File: src/rtl/snd_bus_ctrl.sv
// Sound-side bus controller.
// Arbitrates the single port of the 64 KB sound RAM between the Z80, the main
// CPU sound window and the ROM download loader. It requests the bus from the
// Z80 with BUSRQ_n/BUSAK_n and holds the Z80/YM2151 in reset while the RAM is
// borrowed, releasing them a fixed number of cycles after the handover ends.

module snd_bus_ctrl #(
    parameter int AW          = 16,
    parameter int RST_CYCLES  = 64,
    parameter int ACK_TIMEOUT = 1023
) (
    input  logic          CLK_32M,
    input  logic          RESET_n,

    // Main CPU side
    input  logic          BRQ,
    input  logic          SDBEN,
    input  logic          MRD,
    input  logic          MWR,
    input  logic [AW-1:0] A,
    input  logic [7:0]    DIN,

    // ROM download loader
    input  logic          ld_req,
    input  logic          ld_wr,
    input  logic [AW-1:0] ld_addr,
    input  logic [7:0]    ld_data,

    // Z80 side
    input  logic [AW-1:0] z80_addr,
    input  logic [7:0]    z80_dout,
    input  logic          z80_mreq_n,
    input  logic          z80_wr_n,
    input  logic          z80_busak_n,
    output logic          z80_busrq_n,
    output logic          snd_rst,

    // Shared RAM port
    output logic [AW-1:0] ram_addr,
    output logic [7:0]    ram_data,
    output logic          ram_we,
    output logic          cpu_dout_valid,
    output logic [1:0]    owner
);

    // ------------------------------------------------------------------
    // Encodings
    // ------------------------------------------------------------------
    localparam logic [2:0] ST_RST  = 3'd0;
    localparam logic [2:0] ST_RUN  = 3'd1;
    localparam logic [2:0] ST_REQ  = 3'd2;
    localparam logic [2:0] ST_CPU  = 3'd3;
    localparam logic [2:0] ST_LOAD = 3'd4;
    localparam logic [2:0] ST_REL  = 3'd5;

    localparam logic [1:0] OWN_Z80  = 2'd0;
    localparam logic [1:0] OWN_CPU  = 2'd1;
    localparam logic [1:0] OWN_LOAD = 2'd2;
    localparam logic [1:0] OWN_HAND = 2'd3;

    // One shared down-counter serves both the reset pulse and the
    // acknowledge timeout, so it is sized for the longer of the two.
    localparam int CNT_MAX = (RST_CYCLES > ACK_TIMEOUT) ? RST_CYCLES : ACK_TIMEOUT;
    localparam int CNT_W   = (CNT_MAX < 2) ? 1 : $clog2(CNT_MAX + 1);

    localparam logic [CNT_W-1:0] RST_LOAD = CNT_W'(RST_CYCLES - 1);
    localparam logic [CNT_W-1:0] ACK_LOAD = CNT_W'(ACK_TIMEOUT - 1);
    localparam logic [CNT_W-1:0] CNT_ONE  = CNT_W'(1);

    // ------------------------------------------------------------------
    // State
    // ------------------------------------------------------------------
    logic [2:0]       state_q, state_d;
    logic [CNT_W-1:0] cnt_q, cnt_d;

    logic [AW-1:0]    ram_addr_q, ram_addr_d;
    logic [7:0]       ram_data_q, ram_data_d;
    logic             ram_we_q, ram_we_d;

    // Read strobe pipeline: stage 1 aligns with the registered address,
    // stage 2 aligns with the RAM's registered q.
    logic             rd_pend_q, rd_pend_d;
    logic             rd_valid_q;

    logic             any_req;
    logic             cnt_zero;
    logic             ack_seen;

    assign any_req  = BRQ | ld_req;
    assign cnt_zero = (cnt_q == '0);
    assign ack_seen = ~z80_busak_n;

    // Next-state and counter control for the ownership sequence.
    // NOTE: every signal assigned in a combinational block gets a default at
    // the top; otherwise a path that skips the assignment infers a latch.
    always_comb begin
        state_d = state_q;
        cnt_d   = cnt_q;

        case (state_q)
            ST_RST: begin
                if (cnt_zero) begin
                    state_d = ST_RUN;
                end else begin
                    cnt_d = cnt_q - CNT_ONE;
                end
            end

            ST_RUN: begin
                if (any_req) begin
                    state_d = ST_REQ;
                    cnt_d   = ACK_LOAD;
                end
            end

            ST_REQ: begin
                if (!any_req) begin
                    // Requester gave up before the grant; the Z80 is still
                    // restarted because it may have been stopped mid-access.
                    state_d = ST_REL;
                    cnt_d   = RST_LOAD;
                end else if (ack_seen || cnt_zero) begin
                    // Loader wins if both are pending at the grant.
                    state_d = ld_req ? ST_LOAD : ST_CPU;
                end else begin
                    cnt_d = cnt_q - CNT_ONE;
                end
            end

            ST_CPU: begin
                if (ld_req) begin
                    state_d = ST_LOAD;
                end else if (!BRQ) begin
                    state_d = ST_REL;
                    cnt_d   = RST_LOAD;
                end
            end

            ST_LOAD: begin
                if (!ld_req) begin
                    if (BRQ) begin
                        state_d = ST_CPU;
                    end else begin
                        state_d = ST_REL;
                        cnt_d   = RST_LOAD;
                    end
                end
            end

            ST_REL: begin
                if (any_req) begin
                    // Abandon the restart and take the bus again.
                    state_d = ST_REQ;
                    cnt_d   = ACK_LOAD;
                end else if (cnt_zero) begin
                    state_d = ST_RUN;
                end else begin
                    cnt_d = cnt_q - CNT_ONE;
                end
            end

            default: begin
                state_d = ST_RST;
                cnt_d   = RST_LOAD;
            end
        endcase
    end

    // RAM port mux: only the current owner's strobe reaches the write enable.
    always_comb begin
        ram_addr_d = ram_addr_q;
        ram_data_d = ram_data_q;
        ram_we_d   = 1'b0;

        case (state_q)
            ST_RST: begin
                ram_addr_d = '0;
                ram_data_d = '0;
            end

            ST_RUN: begin
                ram_addr_d = z80_addr;
                ram_data_d = z80_dout;
                ram_we_d   = ~z80_mreq_n & ~z80_wr_n;
            end

            ST_CPU: begin
                ram_addr_d = A;
                ram_data_d = DIN;
                ram_we_d   = MWR & SDBEN;
            end

            ST_LOAD: begin
                ram_addr_d = ld_addr;
                ram_data_d = ld_data;
                ram_we_d   = ld_wr;
            end

            default: begin
                // REQ / REL: nobody owns the port, hold address and data.
                ram_we_d = 1'b0;
            end
        endcase
    end

    // A CPU read only counts while the CPU actually owns the port.
    always_comb begin
        rd_pend_d = MRD & SDBEN & (state_q == ST_CPU);
    end

    // Registered state, counter and RAM port with synchronous reset.
    // NOTE: sequential state uses non-blocking assignments so every register
    // samples the pre-edge values regardless of statement order.
    always_ff @(posedge CLK_32M) begin
        if (!RESET_n) begin
            state_q    <= ST_RST;
            cnt_q      <= RST_LOAD;
            ram_addr_q <= '0;
            ram_data_q <= '0;
            ram_we_q   <= 1'b0;
            rd_pend_q  <= 1'b0;
            rd_valid_q <= 1'b0;
        end else begin
            state_q    <= state_d;
            cnt_q      <= cnt_d;
            ram_addr_q <= ram_addr_d;
            ram_data_q <= ram_data_d;
            ram_we_q   <= ram_we_d;
            rd_pend_q  <= rd_pend_d;
            rd_valid_q <= rd_pend_q;
        end
    end

    // Handshake and ownership decode; these follow the state register so
    // they change on the same edge as the state.
    always_comb begin
        owner       = OWN_HAND;
        z80_busrq_n = 1'b1;
        snd_rst     = 1'b1;

        case (state_q)
            ST_RST: begin
                owner       = OWN_HAND;
                z80_busrq_n = 1'b1;
                snd_rst     = 1'b1;
            end

            ST_RUN: begin
                owner       = OWN_Z80;
                z80_busrq_n = 1'b1;
                snd_rst     = 1'b0;
            end

            ST_REQ: begin
                // Z80 keeps running until it acknowledges or is forced off.
                owner       = OWN_HAND;
                z80_busrq_n = 1'b0;
                snd_rst     = 1'b0;
            end

            ST_CPU: begin
                owner       = OWN_CPU;
                z80_busrq_n = 1'b0;
                snd_rst     = 1'b1;
            end

            ST_LOAD: begin
                owner       = OWN_LOAD;
                z80_busrq_n = 1'b0;
                snd_rst     = 1'b1;
            end

            ST_REL: begin
                owner       = OWN_HAND;
                z80_busrq_n = 1'b1;
                snd_rst     = 1'b1;
            end

            default: begin
                owner       = OWN_HAND;
                z80_busrq_n = 1'b1;
                snd_rst     = 1'b1;
            end
        endcase
    end

    assign ram_addr       = ram_addr_q;
    assign ram_data       = ram_data_q;
    assign ram_we         = ram_we_q;
    assign cpu_dout_valid = rd_valid_q;

endmodule

File: config.mk
export PLATFORM = sky130hd
export DESIGN_NAME = snd_bus_ctrl
export DESIGN_NICKNAME = d
export VERILOG_FILES = /design/src/rtl/snd_bus_ctrl.sv
export SDC_FILE = /design/constraint.sdc
export NUM_CORES = 1
export LEC_CHECK = 0
export ABC_AREA = 1
export CAP_MARGIN = 20
export CORE_MARGIN = 10
export CORE_UTILIZATION = 37
export CTS_CLUSTER_SIZE = 12
export DETAILED_ROUTE_END_ITERATION = 8
export PLACE_DENSITY = 0.77
export SLEW_MARGIN = 10
export SYNTH_ARGS = -nofsm -noshare
export SYNTH_HDL_FRONTEND = slang
export SYNTH_SLANG_ARGS = --single-unit
File: constraint.sdc
create_clock -name CLK_32M -period 1.46 [get_ports CLK_32M]
set_input_delay 0.292 -clock CLK_32M [delete_from_list [all_inputs] [get_ports CLK_32M]]
set_output_delay 0.292 -clock CLK_32M [all_outputs]
set_load 0.1 [all_outputs]
==> results of run 1 <==
-- state kept, by name, summed over array words and instances (netlist names) --
signal          count
rd_pend_q           1
ram_we              1
cpu_dout_valid      1
cnt_q              10
ram_data            8
ram_addr           16
state_q             3
-- stage by stage --
step	std cells	worst slack, ns
after floorplan	379	-0.178
after global placement	582	-0.282
after detailed placement	582	-0.334
after CTS	597	-0.128
after global routing	602	-0.214
final	602	-0.152
-- cell type report --
| type | instances | area, µm² |
|---|---|---|
| Timing Repair Buffer | 153 | 1770 |
| Fill cell | 471 | 1610 |
| Multi-Input combinational cell | 289 | 1480 |
| Sequential cell | 40 | 815 |
| Inverter | 37 | 158 |
| Clock buffer | 7 | 97.6 |
| Tap cell | 75 | 93.8 |
| Clock inverter | 1 | 5.00 |
-- power breakdown --
group          leakage [nW]  switching [mW]  internal (mW)
clock network        0.0534           0.399          0.439
registers             0.326           0.173           1.26
logic                  1.44            1.58           1.09
total                  1.82            2.15           2.79
-- repair_timing --
action,4_1_cts,5_1_grt
pin swaps,5,4
setup endpoints to repair,16,29
resized for setup,23,32
hold buffers,0,0
buffers inserted,7,5
-- critical path, cell delays in order (launching register included) --
cell and delay, ns:
dfxtp_4 0.38, inv_6 0.09, nor2_4 0.05, nand2_4 0.12, inv_4 0.06, o21ai_4 0.14, buf_12 0.19
-- layer usage --
| metal | vias up | global-route usage | wire [µm] |
|---|---|---|---|
| li1 | 1512 | - | - |
| met1 | 1421 | 0.195 | 3670 |
| met2 | 142 | 0.316 | 4820 |
| met3 | 23 | 0.0817 | 1010 |
| met4 | 0 | 0.0662 | 242 |
| met5 | - | 0 | 0 |
-- worst max-delay path by stage --
stage / to / slack [ns] / cells after the start / from
after global routing: state_q[1] / -0.21 / 7 / state_q[0]
final: owner[0] / -0.15 / 6 / state_q[0]
after detailed placement: cnt_q[3] / -0.33 / 10 / ld_req
after floorplan: owner[0] / -0.18 / 5 / state_q[0]
after global placement: cnt_q[7] / -0.28 / 11 / ld_req
after CTS: owner[0] / -0.13 / 6 / state_q[0]
-- logic make-up after synthesis --
family | Yosys count | synth area share
AO/OA/AOI/OAI | 45 | 0.144
adder cells (fa/ha/maj) | 1 | 0.00537
buffers and inverters | 50 | 0.0875
flip-flops | 40 | 0.344
AND/OR/NAND/NOR | 243 | 0.419
-- Yosys cell counts (2+ instances only) --
cell	count	area share
nand2_1	188	0.30
nand4_1	4	0.011
inv_1	32	0.052
a21oi_2	2	0.0075
nor2_4	2	0.0097
o21ai_0	5	0.011
a21oi_1	10	0.021
a41oi_1	24	0.090
nor2_1	24	0.039
dfxtp_1	40	0.34
nand3_1	17	0.037
nand2_2	4	0.011
clkinv_1	2	0.0032
buf_2	4	0.0086
clkbuf_1	7	0.011
inv_2	3	0.0048
nor2_2	2	0.0054
-- cell usage in the layout, fill, tap and decap left out, types with 2 or more instances in the layout --
cell / count
a41oi_1: 24
a21oi_1: 9
nand4_1: 4
inv_1: 23
o21ai_4: 2
o21ai_1: 2
buf_6: 3
o21ai_0: 2
nor2_1: 16
nand3_1: 14
nand2_2: 12
nor2_4: 7
clkbuf_8: 5
dfxtp_2: 2
dfxtp_1: 35
clkdlybuf4s50_1: 81
nor2_2: 5
inv_4: 2
a21oi_2: 3
inv_2: 9
buf_4: 36
nand2_4: 3
nand2_1: 177
nand3_2: 2
dfxtp_4: 3
buf_12: 32
==> metrics.txt, run 1 <==
status complete, but fails checks; failing checks setup timing; largest fanout on the critical path 5; largest net degree at the start of global routing 25; post-synthesis cell area about 0.0023 mm²; Top FF cell, synth dfxtp_1; R2R Path Start state_q[0]; r2r endpoint state_q[1]; htree depth 2; DR iter-0 viols 179; IO buf count roughly 110; final core utilization 0.732; P&R area growth vs syn 89.4%; die width between 90 and 100 µm; max_cap viols 0; flops & latches, synth 40; drt first pass iters 4; initial antenna violation count 0; Lkg Pwr 1.82 nW; CTS Root Cell clkbuf_8; Synth Net Count 463; layout net count just over 600; post-route ant nets 0; grt total ovfl 0; number of global-route vias before repair 3244; Worst EP required 1.17 ns; vias per cell 5.15; register-to-register setup slack -0.12 ns; hold path endpoint cpu_dout_valid; Worst Setup Start Kind flip-flop; Critical Path Sink Type primary output; CTS max path bufs 2; first-pass GRT wire length around 15000 µm; Clock Latency Late Sink ~0.3 ns; gpl congestion 0.946; post-route setup slack -0.152 ns; Worst-Margin Slew 0.414 ns; drt drc 0; pwr/cell area 1120 mW/mm²; final setup TNS -0.813 ns; post-route cell area 0.00441 mm²; Placeable Area 0.00603 mm²; r2r worst-path depth 7; Post-synth EDFFs 0; layout cells sized above 1 0.256; Setup violations, final 12; Max Slew Vio Count 0; worst endpoint data arrival time 1.32 ns; All-Layer GR Usage 0.184; Layout Skew between 0.005 and 0.006 ns; RSZ-0062 raised after global routing yes; final hold vios 0; Num CTS Buffers 5; Crit Path Class flip-flop to primary output; minimum clock period 1.61 ns; Std-Cell Rows 28; min-delay src rd_pend_q; Mapped Avg Cell Area slightly above 6 µm²; die area 0.00987 mm²; Synth Instances about 380; Highest Clock Rate about 620 MHz; min-delay worst type flip-flop to flip-flop; CTS tree built; clock slew at reported path FFs 0.08 ns; Die Span Y 99.4 µm; via count 3098; synth unique cells 26; depth of the worst hold-timing path 2; HPWL after detailed placement 7530 µm; hold slack between 0.4 and 0.5 ns; Final Power 4.94 mW; post-route clock period utilization 1.10; final WL 9750 µm; WL per Instance 16.2 µm; diode count 0; total I/O pin count 113; clk sinks 40; Worst slew margin 0.721; Starting Density 0.387; Synth async-reset ratio 0; yosys warns 0; Placed Area around 0.004 mm²; sequential share of the synthesized area 0.344; maximum VDD drop 0.694 mV
No activity file was read; power rests on OpenSTA's default activity.
==> run 2: changes to the inputs <==
--- a/config.mk
+++ b/config.mk
@@ -12,6 +12,8 @@
 export CTS_CLUSTER_SIZE = 12
 export DETAILED_ROUTE_END_ITERATION = 8
 export PLACE_DENSITY = 0.77
+export SKIP_CTS_REPAIR_TIMING = 1
+export SKIP_LAST_GASP = 1
 export SLEW_MARGIN = 10
 export SYNTH_ARGS = -nofsm -noshare
 export SYNTH_HDL_FRONTEND = slang
==> run 2 against run 1 <==
The flow still finishes with violations (setup timing). Core utilization decreased by 0.50 points. Cell count shrank 1.0%. Register-to-register slack better by 0.08 ns. Worst hold slack worse by 0.0043 ns. Sequential cell count stayed put. Wire length fell by 2.4%. Global-route usage is 0.64 points lower. Setup slack lost 0.023 ns. Count of clock-buffer cells in the layout unchanged. Design area is 0.68% lower. Clock power decreased by 1%. First-iteration DRC count shrank 1.7%. Critical endpoint unchanged. Largest power group unchanged.
==> metrics.txt, run 2 (synthesis results as in run 1) <==
status complete, but fails checks; failing checks setup timing; Die Span Y 99.4 µm (unchanged); post-place setup slack -0.334 ns (unchanged); CTS Root Cell clkbuf_8; number of global-route vias before repair 3128 (-3.6%); FILL cells 481 (+2.1%); Starting Density 0.387 (unchanged); max incr delay on CP 0.41 ns (+0.03 ns); DR iter-0 viols 176 (-1.7%); Crit path buffers/inverters 3 (unchanged); initial antenna violation count 0 (unchanged); final core utilization 0.727 (-0.00498); grt total ovfl 0 (unchanged); R2R Path Start state_q[0]; grt met1 use 0.192 (-0.00359); Placeable Area 0.00603 mm² (unchanged); IO buf count 112 (unchanged); Setup violations, final 12 (unchanged); P&R area growth vs syn 88.1%; All-Layer GR Usage 0.178 (-0.00638); gpl congestion 0.946 (unchanged); CTS max path bufs 2 (unchanged); Critical Path Sink Type primary output; CP Capture Point owner[0]; Final Power 4.92 mW (-0.37%); CTS tree built; max_cap viols 0 (unchanged); post-route insts no fill 596 (-1.0%); HPWL after detailed placement 7530 µm (unchanged); Std-Cell Rows 28 (unchanged); WL per Instance 16.0 µm (-1.4%); Num CTS Buffers 5 (unchanged); diode count 0 (unchanged); post-route cell area 0.00438 mm² (-0.68%); footprint of the multi-input gates 0.00150 mm² (+1.8%); Clock Latency Late Sink 0.29 ns (about the same); min-delay worst type flip-flop to flip-flop; final WL 9510 µm (-2.4%); r2r endpoint cnt_q[2]; post-route clock period utilization 1.12 (+0.0156); critical-path cell list inv_6 -> nor2_4 -> nand2_4 -> buf_6 -> o21ai_4 -> buf_12; drt drc 0 (unchanged); largest fanout on the critical path 5 (unchanged); Highest Clock Rate 612 MHz (-1.4%); Layout Skew 0.00558 ns (+0.000175 ns); via count 3123 (+0.81%); hold slack 0.475 ns (-0.00429 ns); final hold vios 0 (unchanged); largest net degree at the start of global routing 25 (unchanged); minimum clock period 1.63 ns (+0.0228 ns); most frequent cells in the layout nand2_1, clkdlybuf4s50_1, dfxtp_1; Cells after DPL 582 (unchanged); delay-heaviest family, CP flip-flops; worst endpoint data arrival time 1.34 ns (+0.02 ns); Worst-Margin Slew 0.399 ns (-0.0151 ns); htree depth 2 (unchanged); register-to-register setup slack -0.04 ns (+0.08 ns); Crit Path Class flip-flop to primary output; layout net count 604 (-0.98%); r2r worst-path depth 10 (+3); Reg area 815 µm² (unchanged); crit path launch state_q[0]; vias per cell 5.24 (+1.8%); post-route ant nets 0 (unchanged); layout cells sized above 1 0.240 (-0.0162); post-route setup slack -0.175 ns (-0.0228 ns); GR Util met3 0.0810 (-0.000692); total I/O pin count 113 (unchanged); clock slew at reported path FFs 0.08 ns (about the same); GRT Max-Usage Layer met2; leading cell type in the layout, fill and taps excluded nand2_1; pwr/cell area 1120 mW/mm² (+0.32%); cell count along the critical path 6 (unchanged); final setup TNS -0.883 ns (-0.0700 ns); Lkg Pwr 1.80 nW (-1.1%); maximum VDD drop 0.695 mV (+0.18%); grt met2 use 0.303 (-0.0130); Worst slew margin 0.733 (+0.0126); Worst Setup Start Kind flip-flop; critical path's slowest cell dfxtp_4; RSZ-0062 raised after global routing yes; die width 99.4 µm (unchanged); clk sinks 40 (unchanged); die area 0.00987 mm² (unchanged); Placed Area 0.00406 mm² (unchanged); first-pass GRT wire length 14500 µm (-3.5%); max reg flops 16 (unchanged); drt first pass iters 5 (+1); Max Slew Vio Count 0 (unchanged); Worst EP required 1.17 ns (about the same)
## run 2: changes by cell type in the layout (fill, tap and decap cells not counted), moves of 2 or more
cell / delta
nand2_4: +2
o21ai_1: -2
inv_2: -3
nor2_2: -2
o21ai_0: +2
buf_4: -6
inv_1: +4
## run 2: metal layers
metal	up-vias	part of all wire
li1	1501	-
met1	1429	0.37
met2	168	0.49
met3	25	0.12
met4	0	0.025
met5	-	0
## run 2: worst min path at each step
stage / startpoint / end / slack [ns] / cells after the start
after floorplan: rd_pend_q / cpu_dout_valid / 0.39 / 2
after global placement: rd_pend_q / cpu_dout_valid / 0.44 / 2
after detailed placement: rd_pend_q / cpu_dout_valid / 0.46 / 2
after CTS: rd_pend_q / cpu_dout_valid / 0.48 / 2
after global routing: rd_pend_q / cpu_dout_valid / 0.50 / 2
final: rd_pend_q / cpu_dout_valid / 0.48 / 2
## run 2: layout make-up
cell class | count | area share
Timing Repair Buffer | 147 | 0.393
Multi-Input combinational cell | 289 | 0.343
Clock inverter | 1 | 0.00114
Tap cell | 75 | 0.0214
Inverter | 37 | 0.0340
Sequential cell | 40 | 0.186
Clock buffer | 7 | 0.0223
## run 2: worst reg2reg max path: cells and delay by family, from the launching register on
| family | cells | cell delay [ns] |
|---|---|---|
| buf+inv | 4 | 0.44 |
| flops | 1 | 0.41 |
| simple gates | 4 | 0.27 |
| compound gates | 2 | 0.32 |
## run 2: power by group
part	internal, mW	switching [mW]
combinational	1.08	1.58
clock	0.439	0.392
sequential	1.26	0.169
total	2.78	2.14
==> run 3: changes to the inputs <==
--- a/config.mk
+++ b/config.mk
@@ -9,8 +9,10 @@
 export CAP_MARGIN = 20
 export CORE_MARGIN = 10
 export CORE_UTILIZATION = 37
+export CTS_CLUSTER_DIAMETER = 120
 export CTS_CLUSTER_SIZE = 12
 export DETAILED_ROUTE_END_ITERATION = 8
+export GPL_TIMING_DRIVEN = 0
 export PLACE_DENSITY = 0.77
 export SKIP_CTS_REPAIR_TIMING = 1
 export SKIP_LAST_GASP = 1
==> constraint.sdc (replaced) <==
create_clock -name CLK_32M -period 1.5 [get_ports CLK_32M]
set_input_delay 0.3 -clock CLK_32M [delete_from_list [all_inputs] [get_ports CLK_32M]]
set_output_delay 0.3 -clock CLK_32M [all_outputs]
set_load 0.1 [all_outputs]
==> run 3 against run 2 <==
The flow still finishes with violations (setup timing). Combinational power decreased by 14%. Sequential cell count unchanged. Non-clock buffer count decreased by 9. Count of clock-buffer cells in the layout decreased by 1. Setup slack got worse by 0.077 ns. Design area decreased by 12%. Sequential power decreased by 4%. Largest cell class is now multi-input combinational cells. Cell count decreased by 1.5%. Via count decreased by 3.5%.
==> metrics.txt, run 3 (synthesis results as in run 1) <==
status complete, but fails checks; failing checks setup timing; Cells after DPL 566 (-2.7%); post-route ant nets 0 (unchanged); grt total ovfl 0 (unchanged); Final Power 4.41 mW (-10%); P&R area growth vs syn 65.3%; drt drc 0 (unchanged); Logic pwr share 0.518 (-0.024); final setup TNS -1.39 ns (-0.508 ns); min-delay worst type input pin to flip-flop; Lkg Pwr 1.64 nW (-8.8%); met2 WL post-DR 4600 µm (-1.9%); Highest Clock Rate 571 MHz; RSZ-0062 raised after global routing yes; CTS tree built; htree depth 2 (unchanged); Worst EP required 1.20 ns (+0.03 ns); largest fanout on the critical path 10 (+5); HPWL after detailed placement 6990 µm (-7.1%); Sw Ratio 0.462 (+0.0263); top sig layer met4; post-place setup slack -1.00 ns (-0.670 ns); diode count 0 (unchanged); layout cells sized above 1 0.219 (-0.0212); Layout Skew 0.00511 ns (-0.000467 ns); number of global-route vias before repair 2882 (-7.9%); drt first pass iters 5 (unchanged); Setup violations, final 23 (+11); initial antenna violation count 0 (unchanged); pwr/cell area 1150 mW/mm² (+2.1%); CTS Root Cell clkbuf_8; maximum VDD drop 0.575 mV (-17%); DRT met1 WL 3540 µm (+1.4%); Std-Cell Rows 28 (unchanged); Placeable Area 0.00603 mm² (unchanged); met3 wire len 1000 µm (-9.0%); gpl congestion 0.889 (-6.0%); post-route clock period utilization 1.17; largest net degree at the start of global routing 13 (-48%); footprint of the multi-input gates 0.00148 mm² (-1.4%); total I/O pin count 113 (unchanged); most frequent cells in the layout nand2_1, clkdlybuf4s50_1, dfxtp_1; Die Span Y 99.4 µm (unchanged); die width 99.4 µm (unchanged); IO buf count 112 (unchanged); final hold vios 0 (unchanged); first-pass GRT wire length 13800 µm (-4.9%); Worst Setup Start Kind flip-flop; FILL cells 554 (+15%); post-route setup slack -0.252 ns (-0.0773 ns); sw power 2.04 mW (-4.9%); hold slack 0.430 ns (-0.0456 ns); vias per cell 5.14 (-2.0%); die area 0.00987 mm² (unchanged); WL per Instance 15.7 µm (-1.3%); DR iter-0 viols 114 (-35%); clock slew at reported path FFs 0.08 ns (about the same); Crit Path Class flip-flop to primary output; All-Layer GR Usage 0.167 (-0.0107); sequential cell fraction of total power 0.309 (+0.019); Clock power frac 0.173 (+0.004); final WL 9240 µm (-2.8%); Clock Latency Late Sink 0.30 ns (about the same); Starting Density 0.387 (unchanged); max_cap viols 0 (unchanged); Num CTS Buffers 5 (unchanged); clk sinks 40 (unchanged); Worst-Margin Slew 0.609 ns (+0.211 ns); worst endpoint data arrival time 1.45 ns (+0.11 ns); max reg flops 16 (unchanged); Worst slew margin 0.594 (-0.140); layout net count 595 (-1.5%); Critical Path Sink Type primary output; post-route insts no fill 587 (-1.5%); minimum clock period 1.75 ns; Power Internal 2.38 mW (-14%); CTS max path bufs 2 (unchanged); leading cell type in the layout, fill and taps excluded nand2_1; Reg area 813 µm² (-0.15%); Max Slew Vio Count 0 (unchanged); via count 3015 (-3.5%)
## run 3: changes by cell type in the layout (fill, tap and decap cells not counted), moves of 4 or more
cell / delta
clkbuf_2: +26
buf_2: +4
buf_12: -29
buf_4: -18
clkbuf_1: +4
## run 3: metrics by stage
| stage | util | cell area [µm²] |
|---|---|---|
| 2_1_floorplan | - | 2390 |
| 3_3_place_gp | 0.598 | 3600 |
| 3_5_place_dp | 0.598 | 3600 |
| 4_1_cts | 0.613 | 3690 |
| 5_1_grt | 0.639 | 3850 |
| 6_report | 0.639 | 3850 |
## run 3: area by class of cell
| type | count | area share |
|---|---|---|
| Buffer | 12 | 0.0185 |
| Inverter | 37 | 0.0403 |
| Sequential cell | 40 | 0.211 |
| Clock buffer | 6 | 0.0214 |
| Timing Repair Buffer | 126 | 0.297 |
| Tap cell | 75 | 0.0244 |
| Multi-Input combinational cell | 289 | 0.384 |
| Clock inverter | 2 | 0.00260 |
## run 3: worst max-delay path, stage by stage, from the launching register on
cell and delay (ns):
dfxtp_4 0.41, nor2_4 0.06, nand2_4 0.09, inv_4 0.06, clkbuf_8 0.17, o21ai_4 0.17
buf_12 0.19
## run 3: worst paths after layout
kind / slack (ns) / from / cells after the start / end
min reg2reg: 0.47 / rd_pend_q / 2 / cpu_dout_valid
max: -0.25 / state_q[1] / 6 / owner[0]
max reg2reg: -0.08 / cnt_q[0] / 10 / cnt_q[5]
min: 0.43 / ld_req / 5 / state_q[2]
## run 3: power by group through the flow
stage / registers [mW] / clock network [mW] / logic (mW)
6_report: 1.37 / 0.763 / 2.28
3_5_place_dp: 1.36 / 0 / 2.03
2_1_floorplan: 1.71 / 0 / 1.07
5_1_grt: 1.39 / 0.810 / 2.47
3_3_place_gp: 1.36 / 0 / 2.00
4_1_cts: 1.34 / 0.768 / 2.03
## run 3: per-layer routing
layer,vias up,GRT usage
met5,-,0
met4,0,0.0463
met3,13,0.0817
met2,138,0.282
met1,1380,0.182
li1,1484,-
